$ cat config.mk
export PLATFORM = sky130hd
export DESIGN_NAME = hdb3_tdm_sched_flat
export DESIGN_NICKNAME = d
export VERILOG_FILES = /design/src/rtl/hdb3_tdm_sched_if.sv /design/src/rtl/hdb3_tdm_sched.sv /design/src/flat_wrapper.sv
export SDC_FILE = /design/constraint.sdc
export NUM_CORES = 1
export LEC_CHECK = 0
export BUFFER_PORTS_ARGS = -buffer_cell sky130_fd_sc_hd__buf_2
export CAP_MARGIN = 20
export CORE_ASPECT_RATIO = 0.7
export CORE_MARGIN = 1
export CORE_UTILIZATION = 50
export CTS_CLUSTER_DIAMETER = 200
export DETAILED_ROUTE_END_ITERATION = 6
export HOLD_SLACK_MARGIN = 0.1
export PLACE_DENSITY = 0.69
export SYNTH_ARGS = -nofsm -noshare
export SYNTH_HDL_FRONTEND = slang
export SYNTH_SLANG_ARGS = --single-unit
$ cat constraint.sdc
create_clock -name clk -period 4.7 [get_ports clk]
set_input_delay 0 -clock clk [delete_from_list [all_inputs] [get_ports clk]]
set_output_delay 0 -clock clk [all_outputs]
set_load 0.1 [all_outputs]
$ cat src/rtl/hdb3_tdm_sched_if.sv
// Tributary-side bundle for the shared HDB3 encoder: per-channel config/request/data in,
// one-hot grant and the registered encoded symbol out.
interface hdb3_tdm_sched_if #(
    parameter int NCH = 4
);
    logic [NCH-1:0] ichen;
    logic [NCH-1:0] iais;
    logic [NCH-1:0] ireq;
    logic [NCH-1:0] idat;
    logic [NCH-1:0] ogrnt;
    logic           ovld;
    logic [1:0]     och;
    logic           opos;
    logic           oneg;

    modport master (
        output ichen, iais, ireq, idat,
        input  ogrnt, ovld, och, opos, oneg
    );

    modport slave (
        input  ichen, iais, ireq, idat,
        output ogrnt, ovld, och, opos, oneg
    );
endinterface

$ cat src/rtl/hdb3_tdm_sched.sv
// Round-robin TDM scheduler sharing one HDB3 encode engine across NCH tributaries; symbol out 1 cycle after grant.
// No backpressure on the output; a tributary holds ireq until it sees its ogrnt bit.
module hdb3_tdm_sched #(
    parameter int NCH = 4
) (
    input logic               clk,
    input logic               rst,
    hdb3_tdm_sched_if.slave   bus
);

    logic [1:0]           rr_q, rr_d;
    logic [NCH-1:0][3:0]  sp_q, sp_d;
    logic [NCH-1:0][3:0]  sn_q, sn_d;
    logic [NCH-1:0]       lp_q, lp_d;
    logic [NCH-1:0]       odd_q, odd_d;
    logic                 ovld_q, ovld_d;
    logic [1:0]           och_q, och_d;
    logic                 opos_q, opos_d;
    logic                 oneg_q, oneg_d;

    logic [NCH-1:0] elig;
    logic [NCH-1:0] gnt;
    logic           found;
    logic [1:0]     gch;
    logic [1:0]     idx;

    logic [3:0] cur_sp, cur_sn, nsp, nsn;
    logic       cur_lp, cur_odd, nlp, nodd, dbit, zr;

    always_comb begin
        elig  = bus.ireq & bus.ichen;
        gnt   = '0;
        found = 1'b0;
        gch   = rr_q;
        idx   = rr_q;
        for (int i = 0; i < NCH; i++) begin
            idx = rr_q + 2'(i);
            if (!found && elig[idx]) begin
                found = 1'b1;
                gch   = idx;
            end
        end
        if (found) begin
            gnt[gch] = 1'b1;
        end
    end

    // Encode step for the granted channel; the window always shifts, then the
    // new bit 0 (and bit 3 for a B00V substitution) is patched in.
    always_comb begin
        cur_sp  = sp_q[gch];
        cur_sn  = sn_q[gch];
        cur_lp  = lp_q[gch];
        cur_odd = odd_q[gch];
        dbit    = bus.iais[gch] | bus.idat[gch];
        zr      = !dbit && (cur_sp[2:0] == 3'b000) && (cur_sn[2:0] == 3'b000);
        nsp     = {cur_sp[2:0], 1'b0};
        nsn     = {cur_sn[2:0], 1'b0};
        nlp     = cur_lp;
        nodd    = cur_odd;
        if (dbit) begin
            nsp[0] = !cur_lp;
            nsn[0] = cur_lp;
            nlp    = !cur_lp;
            nodd   = !cur_odd;
        end else if (zr) begin
            if (cur_odd) begin
                nsp[0] = cur_lp;
                nsn[0] = !cur_lp;
            end else begin
                nsp[0] = !cur_lp;
                nsn[0] = cur_lp;
                nsp[3] = !cur_lp;
                nsn[3] = cur_lp;
                nlp    = !cur_lp;
            end
            nodd = 1'b0;
        end
    end

    always_comb begin
        sp_d  = sp_q;
        sn_d  = sn_q;
        lp_d  = lp_q;
        odd_d = odd_q;
        if (found) begin
            sp_d[gch]  = nsp;
            sn_d[gch]  = nsn;
            lp_d[gch]  = nlp;
            odd_d[gch] = nodd;
        end
        // A disabled channel is pinned to its reset context so re-enable starts clean.
        for (int k = 0; k < NCH; k++) begin
            if (!bus.ichen[k]) begin
                sp_d[k]  = 4'b0000;
                sn_d[k]  = 4'b0000;
                lp_d[k]  = 1'b0;
                odd_d[k] = 1'b0;
            end
        end
        rr_d   = found ? gch + 2'd1 : rr_q;
        ovld_d = found;
        och_d  = found ? gch : 2'd0;
        opos_d = found & cur_sp[3];
        oneg_d = found & cur_sn[3];
    end

    always_ff @(posedge clk or posedge rst) begin
        if (rst) begin
            rr_q   <= 2'd0;
            sp_q   <= '0;
            sn_q   <= '0;
            lp_q   <= '0;
            odd_q  <= '0;
            ovld_q <= 1'b0;
            och_q  <= 2'd0;
            opos_q <= 1'b0;
            oneg_q <= 1'b0;
        end else begin
            rr_q   <= rr_d;
            sp_q   <= sp_d;
            sn_q   <= sn_d;
            lp_q   <= lp_d;
            odd_q  <= odd_d;
            ovld_q <= ovld_d;
            och_q  <= och_d;
            opos_q <= opos_d;
            oneg_q <= oneg_d;
        end
    end

    assign bus.ogrnt = rst ? '0 : gnt;
    assign bus.ovld  = ovld_q;
    assign bus.och   = och_q;
    assign bus.opos  = opos_q;
    assign bus.oneg  = oneg_q;

endmodule

$ cat src/flat_wrapper.sv
// flat-port wrapper written by rule: the top's interface ports become plain ports
module hdb3_tdm_sched_flat 
#(
    parameter int NCH = 4
)
  (clk, rst, bus_ichen, bus_iais, bus_ireq, bus_idat, bus_ogrnt, bus_ovld, bus_och, bus_opos, bus_oneg);
  hdb3_tdm_sched_if #(.NCH(NCH)) bus_i ();
  input logic clk;
  input logic rst;
  input wire logic [$bits(bus_i.ichen)-1:0] bus_ichen;
  input wire logic [$bits(bus_i.iais)-1:0] bus_iais;
  input wire logic [$bits(bus_i.ireq)-1:0] bus_ireq;
  input wire logic [$bits(bus_i.idat)-1:0] bus_idat;
  output wire logic [$bits(bus_i.ogrnt)-1:0] bus_ogrnt;
  output wire logic [$bits(bus_i.ovld)-1:0] bus_ovld;
  output wire logic [$bits(bus_i.och)-1:0] bus_och;
  output wire logic [$bits(bus_i.opos)-1:0] bus_opos;
  output wire logic [$bits(bus_i.oneg)-1:0] bus_oneg;
  assign bus_i.ichen = bus_ichen;
  assign bus_i.iais = bus_iais;
  assign bus_i.ireq = bus_ireq;
  assign bus_i.idat = bus_idat;
  assign bus_ogrnt = bus_i.ogrnt;
  assign bus_ovld = bus_i.ovld;
  assign bus_och = bus_i.och;
  assign bus_opos = bus_i.opos;
  assign bus_oneg = bus_i.oneg;
  hdb3_tdm_sched #(.NCH(NCH)) u_core (.clk(clk), .rst(rst), .bus(bus_i));
endmodule
# --- Word-level counts from Yosys, hierarchy flattened ---
# Index checks and enable logic that the tools add are counted.
# W data, S select, Z words.
classes:
  addsub: 4
  order_cmp: 6
  n_eq_ne: 4
  mux: 74
  bitwise: 4
  reduce_logical: 14
op_table:
  columns: ["cell", "n"]
  rows:
  - ["$mux W4", 15]
  - ["$mux W1", 37]
  - ["$bwmux W16", 2]
  - ["$mux W16", 2]
  - ["$bmux W1 S2", 8]
  - ["$bmux W4 S2", 2]
  - ["$lt A2 B3 Y1 const B", 5]
  - ["$bwmux W4", 2]
  - ["$demux W4 S2", 1]
  - ["$mux W2", 4]
  - ["$ne A2 B1 Y1 const B", 4]
  - ["$logic_and A1 B1 Y1", 6]
  - ["$logic_not A1 Y1", 6]
  - ["$logic_not A3 Y1", 2]
  - ["$add A2 B1 Y2 const B", 2]
  - ["$add A2 B2 Y2 const B", 2]
  - ["$and A4 B4 Y4", 1]
  - ["$and A1 B1 Y1", 2]
  - ["$demux W1 S2", 1]
  - ["$ge A2 B1 Y1 const B", 1]
  - ["$or A1 B1 Y1", 1]
word_totals:
  regBits: 47
  inputBits: 18
  output_inout_bits: 9
  word_cells: 127

# --- Depth between registers and ports, before layout ---
# Gate-level depths: netlist (run 1).
depth:
  depth_word: 24
  depth_mapped: 12
  depth_no_buf: 10

# --- Least setup slack after synthesis (run 1) ---
# OpenSTA, ideal clock, no wires.
synth_path:
  path_kind: "flip-flop to flip-flop"
  startpoint: "register u_core.rr_q[1]"
  endpoint: "register u_core.sp_q[0] in the netlist's numbering"
  setup_time_ps: 99
  arrival_ps: 2696
  required_ps: 4601
  path_slack_ps: 1904
  path_stages_with_launch: 11
  n_path_buf: 2
  synth_period_minus_slack_ps: 2796
  path_cell_list: "dfrtp_1 -> buf_2 -> a221oi_1 -> a41oi_1 -> a22o_1 -> buf_2 -> inv_2 -> mux4_2 -> nor3_1 -> nand3_2 -> a311oi_1"
synth_via:
  elab_chain_len: 23
  word_cells_on_any_way: 55
synth_rtl:
  columns: ["element", "line", "text"]
  rows:
  - ["start: declaration", "hdb3_tdm_sched.sv:11", "logic [1:0] rr_q, rr_d;"]
  - ["start signal: assignment", "hdb3_tdm_sched.sv:120", "rr_q <= rr_d;"]
  - ["parallel branches: the longest is 23 deep, another holds $add A2 B1 Y2", null, null]
  - ["end signal: assignment", "hdb3_tdm_sched.sv:121", "sp_q <= sp_d;"]
  - ["end: declaration", "hdb3_tdm_sched.sv:12", "logic [NCH-1:0][3:0] sp_q, sp_d;"]
# Several ways; the timed one is not identified. The select of a mux whose other input is x is not followed.
# A chain may end at the register's enable or synchronous reset.

# --- Worst setup path in the final report (run 1) ---
layout_path:
  startpoint: "input port bus_ichen[1]"
  endpoint: "register u_core.sp_q[8] in the netlist's numbering"
layout_via:
  elab_chain_len: 24
  word_cells_on_any_way: 53
layout_rtl:
  columns: ["element", "line", "text"]
  rows:
  - ["start: declaration", "flat_wrapper.sv:10", "input wire logic [$bits(bus_i.ichen)-1:0] bus_ichen;"]
  - ["$and A4 B4 Y4 (*)", "hdb3_tdm_sched.sv:31", "elig = bus.ireq & bus.ichen;"]
  - ["$bmux W1 S2", "hdb3_tdm_sched.sv:38", "if (!found && elig[idx]) begin"]
  - ["$mux W1 (not written as such)", "hdb3_tdm_sched.sv:38", null]
  - ["$mux W1", "hdb3_tdm_sched.sv:38", null]
  - ["$logic_not A1 Y1", "hdb3_tdm_sched.sv:38", null]
  - ["$logic_and A1 B1 Y1", "hdb3_tdm_sched.sv:38", null]
  - ["$mux W1", "hdb3_tdm_sched.sv:38", null]
  - ["$logic_not A1 Y1", "hdb3_tdm_sched.sv:38", null]
  - ["(+7 left out)", null, null]
  - ["$or A1 B1 Y1", "hdb3_tdm_sched.sv:55", "dbit = bus.iais[gch] | bus.idat[gch];"]
  - ["$logic_not A1 Y1", "hdb3_tdm_sched.sv:56", "zr = !dbit && (cur_sp[2:0] == 3'b000) && (cur_sn[2:0] == 3'b000);"]
  - ["$logic_and A1 B1 Y1 (2 in a row)", "hdb3_tdm_sched.sv:56", null]
  - ["$mux W1", "hdb3_tdm_sched.sv:66", "end else if (zr) begin"]
  - ["$mux W1", "hdb3_tdm_sched.sv:61", "if (dbit) begin"]
  - ["$bwmux W16", "hdb3_tdm_sched.sv:87", "sp_d[gch] = nsp;"]
  - ["$mux W16", "hdb3_tdm_sched.sv:86", "if (found) begin"]
  - ["$mux W4", "hdb3_tdm_sched.sv:94", "if (!bus.ichen[k]) begin"]
# Every way passes the cells marked *; elsewhere a longest branch is shown, timed or not. The select of a mux whose other input is x is not followed.

==> results.md, run 1 <==
- Status: finished clean
- Pin count of the biggest net entering global routing: 52
- Comb pwr share: 48.0%
- GRT Util Overall: between 20% and 30%
- Ys Warns: 0
- Port buffer count: 26
- Residual DRC count: 0
- Clock Path Buffers: 2
- Crit Reg-Reg Startpoint: u_core.rr_q[1]
- #FFs+latches synth: 47
- Synth Area in XOR/XNOR: 0%
- N_diodes: 0
- WP data arrival: between 3000 and 4000 ps
- DIE WIDTH: between 90 and 100 microns
- Max Clk Rate: 281.4 MHz
- # Post-CTS Setup Buffers: 0
- Post-CTS sizing: 0
- Max H-tree Level: 2
- Rows: 22
- Initial antenna violation count: 0
- Post-DP HPWL: 4823 microns
- Startpoint types: input pin
- Post-synthesis instance area: 2769 sq um
- Simple logic cell fraction of the synthesized area: 18.08%
- Final WL: 7174 microns
- Gr ovfl total: 0
- Skew final: 13.18 ps
- Yosys top cell area share: between 40% and 50%
- Wire per inst: 19.49 microns
- Switching share of power: 46.32%
- Core ar.: ~5300 sq um
- Cts bufs inserted: 5
- RSZ-0062 raised after global routing: no
- Power Dens Cells: ~530 nW/um^2
- Share of layout cells above drive strength 1: 19.26%
- Least-Margin Pin Slew: 613.8 ps
- Min-Delay Path Class: input pin to flop
- Avg Inst Size Synth: 10.11 sq um
- Critical Path Sink Type: flop
- NumNets Final: 318
- WP data required: 4890 ps
- Post-synth EDFFs: 0
- TNS Setup: 0 ps
- Reg2Reg Depth: 8
- Final worst path period share: 75.61%
- Maximum fanout along the worst path: 15
- Antenna Nets Post-Route: 0
- # clock sinks: 47
- Reg2Reg Capture Point: u_core.sp_q[8]
- Flop pwr share: 34.0%
- Hold Slack: 106.3 ps
- Setup crit start: bus_ichen[1]
- Complex-gate fraction of the synthesized area: 22.73%
- Sequential share of the synthesized area: a little over two fifths
- Maxcap violations: 0
- Adder-cell share of the synthesized area: 1.808%
- Crit path to: u_core.sp_q[8]
- Worst IR drop on VDD: about 0.18 mV
- Hold buffer count at cts: 4
- Vias after detailed routing: 2,314
- Worst-path clk slew: roughly 80 ps
- Sw power: 0.0007517 W
- Area Growth Syn to Fin: 10.44%
- I/O pin cnt: 27
- Most frequent cell after synthesis: nand2_1
- Tmin final: between 3000 and 4000 ps
- Mux share of post-synthesis cell area: about a tenth
- Pleak: 1.310 nW
- Hold path depth: 3
- Final setup viols: 0
- Headroom to the max-slew limit: 58.95%
- Synth area leaders: dfrtp_1 (42%), nand2_1 (6.5%), mux4_2 (5.7%)
- RePlAce Congestion: roughly 0.90
- Fin cells: 368
- Yosys top cell by area: dfrtp_1
- Ys async rst share: 100.0%
- First-pass GRT wire length: between 10,000 and 15,000 microns
- Synth cell types: 47
- Syn nets: approximately 300
- Dpl cells: 357
- Min-Delay Startpoint: bus_ichen[3]
- Die Y: 64.26 microns
- Synth Instances: 274
- Root Buffer: clkbuf_8
- Commonest cells post-synth: nand2_1 (48), dfrtp_1 (47), o21ai_0 (17)
- Clock Latency Late Sink: approximately 300 ps
- Clock share of power: around 18%
- Die Area: between 5000 and 6000 sq um
- Starting Density: 52.39%
- Type of the worst setup path: input pin to flop
- R2R setup slack: 1250 ps
- Final hold violation count: 0
- CTS tree: yes
- Main synth FF type: dfrtp_1
- 1st-pass router iterations: 5
- Vias per inst: around 6.3
- Initial drt markers: 208
- Number of global-route vias before repair: about 2,300
- Max-slew violations: 0
- Final Total Pwr: 0.001623 W
- Int Pwr: 0.0008713 W
- Main combinational cell family by area after synthesis: compound AO/OA/AOI/OAI gates
==> final cells by class <==
type / count / area (sq um)
clock buffers: 6 / 72.57
clock inverters: 1 / 30.03
fillers: 470 / 2227
inverters: 8 / 30.03
multi-input cells: 202 / 1474
flip-flops and latches: 47 / 1176
well taps: 72 / 90.09
repair buffers: 32 / 185.2
==> registers in the layout (all words and copies together) (netlist names) <==
signal           flops
u_core.sp_q         16
u_core.odd_q         4
u_core.bus.och       2
u_core.bus.opos      1
u_core.sn_q         16
u_core.lp_q          4
u_core.bus.ovld      1
u_core.rr_q          2
u_core.bus.oneg      1
==> worst max-delay path, cell delays in order <==
cell	delay, ps
dlygate4sd3_1	540
buf_2	290
a22o_2	240
o32ai_2	110
a211oi_4	570
inv_2	280
mux4_2	610
nor3_4	560
a2111oi_0	210
a311oi_1	320
==> stage by stage <==
step | utilization, % | area [sq um] | worst slack, ps
5_1_grt | 57.86 | 3058 | 918.5
4_1_cts | 57.86 | 3058 | 1212
3_3_place_gp | 55.16 | 2915 | 1378
6_report | 57.86 | 3058 | 1146
2_1_floorplan | - | 2769 | 1904
3_5_place_dp | 55.16 | 2915 | 1345
==> power groups by stage <==
stage	logic, W	registers [W]	clock network [W]
4_1_cts	0.000773	0.000550	0.000295
2_1_floorplan	0.000565	0.000606	0
5_1_grt	0.000848	0.000564	0.000309
3_3_place_gp	0.000764	0.000556	0
3_5_place_dp	0.000766	0.000557	0
6_report	0.000780	0.000553	0.000291
==> logic make-up (layout without fill, tap and decap cells) <==
| logic type | Yosys count | count (layout) |
|---|---|---|
| compound gates | 83 | 83 |
| fa+ha+maj | 4 | 4 |
| buf+inv | 25 | 47 |
| flops | 47 | 47 |
| mux | 14 | 14 |
| simple gates | 101 | 101 |
==> worst min-delay path by stage <==
stage	to
6_report	u_core.sp_q[15]
3_5_place_dp	u_core.sp_q[14]
4_1_cts	u_core.sp_q[13]
3_3_place_gp	u_core.sp_q[9]
5_1_grt	u_core.sn_q[15]
2_1_floorplan	u_core.sn_q[0]
==> placed cells by master, fill, tap and decap left out, types with 5 or more instances in the layout <==
| cell | netlist | layout |
|---|---|---|
| nand2_1 | 48 | 48 |
| clkbuf_8 | 0 | 5 |
| and2_1 | 8 | 8 |
| buf_2 | 2 | 26 |
| a21boi_0 | 16 | 16 |
| a21oi_1 | 9 | 9 |
| a2111oi_0 | 6 | 6 |
| a41oi_1 | 6 | 6 |
| nand3_1 | 8 | 8 |
| inv_1 | 6 | 5 |
| and3_1 | 8 | 8 |
| o21ai_0 | 17 | 17 |
| mux4_2 | 7 | 7 |
| dfrtp_1 | 47 | 47 |
| nor2_1 | 12 | 12 |
==> layer usage <==
metal | vias to the layer above | global-route usage [%] | part of all wire (%)
li1 | 1073 | - | -
met2 | 107 | 40.91 | 45
met4 | 0 | 4.762 | 0.81
met3 | 11 | 6.310 | 9.0
met5 | - | 0 | 0
met1 | 1123 | 39.30 | 46
No activity file was read; power rests on OpenSTA's default activity.
==> run 2: changes to the inputs <==
==> constraint.sdc (replaced) <==
create_clock -name clk -period 3.3 [get_ports clk]
set_input_delay 0 -clock clk [delete_from_list [all_inputs] [get_ports clk]]
set_output_delay 0 -clock clk [all_outputs]
set_load 0.1 [all_outputs]
==> results.md, run 2 (synthesis gave the netlist of run 1 again) <==
- Min-Delay Startpoint: bus_ichen[3]
- Min-Delay Path Class: input pin to flop
- NumNets Final: 330
- Delay-heaviest family, CP: buffers and inverters
- Worst IR drop on VDD: 0.3494 mV
- Hold path depth: 2
- WP data required: ~3500 ps
- CP Buf/Inv Count: 5
- Layout filler cell count: roughly 440
- Headroom to the max-slew limit: 50.85%
- Final WL: 7805 microns
- Final hold violation count: 0
- Commonest cells after routing, fill and taps aside: nand2_1 (48), dfrtp_1 (46), buf_2 (25), o21ai_0 (17), a21boi_0 (16)
- Startpoint types: input pin
- Max-slew violations: 0
- # clock sinks: 47
- Critical Path Sink Type: flop
- Clock Latency Late Sink: 310 ps
- N_diodes: 0
- Pleak: 1.368 nW
- Reg2Reg Depth: 10
- 1st-pass router iterations: 5
- Hold Slack: 111.1 ps
- GRT Util Overall: 28.39%
- Status: finished clean
- First-pass GRT wire length: 12,560 microns
- Commonest non-fill, non-tap cell in the layout: nand2_1
- Gr ovfl total: 0
- RSZ-0062 raised after global routing: no
- Final setup viols: 0
- Rows: 22
- Tmin final: 3168 ps
- CTS tree: yes
- DIE WIDTH: 90.95 microns
- Residual DRC count: 0
- Port buffer count: 26
- Starting Density: approximately 52%
- Vias after detailed routing: around 2,500
- Max H-tree Level: 2
- Worst-path clk slew: 90 ps
- RePlAce Congestion: ~0.90
- Reg2Reg Capture Point: u_core.sp_q[4]
- Max Clk Rate: 315.6 MHz
- Initial antenna violation count: 0
- Vias per inst: 6.591
- WP data arrival: 3370 ps
- Final worst path period share: 96.01%
- Least-Margin Pin Slew: 718.7 ps
- Maximum fanout along the worst path: 21
- Area of the multi-input gates: 1499 sq um
- Wire per inst: approximately 20 microns
- R2R setup slack: 210 ps
- Initial drt markers: 347
- Maxcap violations: 0
- I/O pin cnt: 27
- Number of global-route vias before repair: ~2,400
- Post-DP HPWL: 5440 microns
- Crit-path max cell delay: 530 ps
- Pin count of the biggest net entering global routing: 30
- Area Growth Syn to Fin: 14.78%
- TNS Setup: 0 ps
- Top flop regs: u_core.sn_q: 16 flops, u_core.sp_q: 16 flops
- Root Buffer: clkbuf_8
- Worst Hold End: u_core.sn_q[13]
- Share of layout cells above drive strength 1: 24.27%
- Crit path cell chain: dlygate4sd3_1 -> buf_2 -> a22oi_2 -> o32ai_4 -> a211oi_4 -> buf_4 -> inv_2 -> mux4_2 -> nor4_4 -> buf_6 -> nand3_2 -> a311oi_1
- FF/Latch Area: 1177 sq um
- Type of the worst setup path: input pin to flop
- Slowest cell on the critical path: dlygate4sd3_1
- Cts bufs inserted: 5
- # Post-CTS Setup Buffers: 0
- Crit Reg-Reg Startpoint: u_core.rr_q[1]
- Skew final: roughly 10 ps
- Die Y: 64.26 microns
- Core ar.: 5285 sq um
- Power Dens Cells: 762.1 nW/um^2
- Antenna Nets Post-Route: 0
- Die Area: about 5800 sq um
- Clock Path Buffers: 2
-- run 2: changes by cell type in the layout (fill, tap and decap cells not counted), sizes merged --
cell / previous run / this run
buf: 28 / 39
bufinv: 1 / 0
clkbuf: 6 / 9
-- run 2: how the worst max path moves through the flow --
stage / endpoint / cells past startpoint / slack, ps / from
detailed placement: u_core.sp_q[12] / 10 / 130 / u_core.rr_q[1]
finish: u_core.sp_q[4] / 12 / 130 / bus_ichen[0]
global route: u_core.sp_q[4] / 12 / 30 / bus_ichen[0]
floorplan: u_core.sp_q[0] / 10 / 500 / u_core.rr_q[1]
CTS: u_core.sp_q[12] / 12 / 50 / bus_ichen[1]
global placement: u_core.sp_q[4] / 10 / 310 / u_core.rr_q[1]
-- run 2: per-layer routing --
| metal | part of all wire, % | global-route usage [%] | routed length, microns | vias to the layer above |
|---|---|---|---|---|
| met2 | 43 | 41.00 | 3393 | 183 |
| li1 | - | - | - | 1095 |
| met4 | 1.4 | 8.532 | 113 | 0 |
| met1 | 43 | 41.38 | 3370 | 1212 |
| met3 | 12 | 7.976 | 928 | 21 |
| met5 | 0 | 0 | 0 | - |
-- run 2: metrics by stage --
stage	std cells	setup WS, ps	util (%)	power, W	area, sq um
after global placement	369	310.0	56.87	0.001960	3005
after CTS	381	50.13	59.52	0.002360	3146
final	381	131.6	60.13	0.002422	3178
after global routing	381	34.04	60.13	0.002539	3178
after detailed placement	369	125.2	56.87	0.001970	3005
after floorplan	274	504.2	-	0.001668	2769
-- run 2: layout make-up --
cell class / count / share of cell area [%]
multi-input cells: 202 / 47.17
flip-flops and latches: 47 / 37.05
repair buffers: 44 / 8.858
clock buffers: 8 / 3.150
well taps: 72 / 2.835
inverters: 8 / 0.9449
-- run 2: power breakdown --
group	internal [W]	switching, W	total, W	leakage (nW)
combinational	0.000400	0.000845	0.00124	0.684
clock	0.000192	0.000196	0.000388	0.0515
sequential	0.000694	0.0000954	0.000790	0.633
-- run 2: timing repair --
| item | CTS | global route |
|---|---|---|
| resized for setup | 0 | 8 |
| setup endpoints to repair | 0 | 20 |
| hold buffers | 4 | 0 |
| hold endpoints to repair | 42 | 0 |
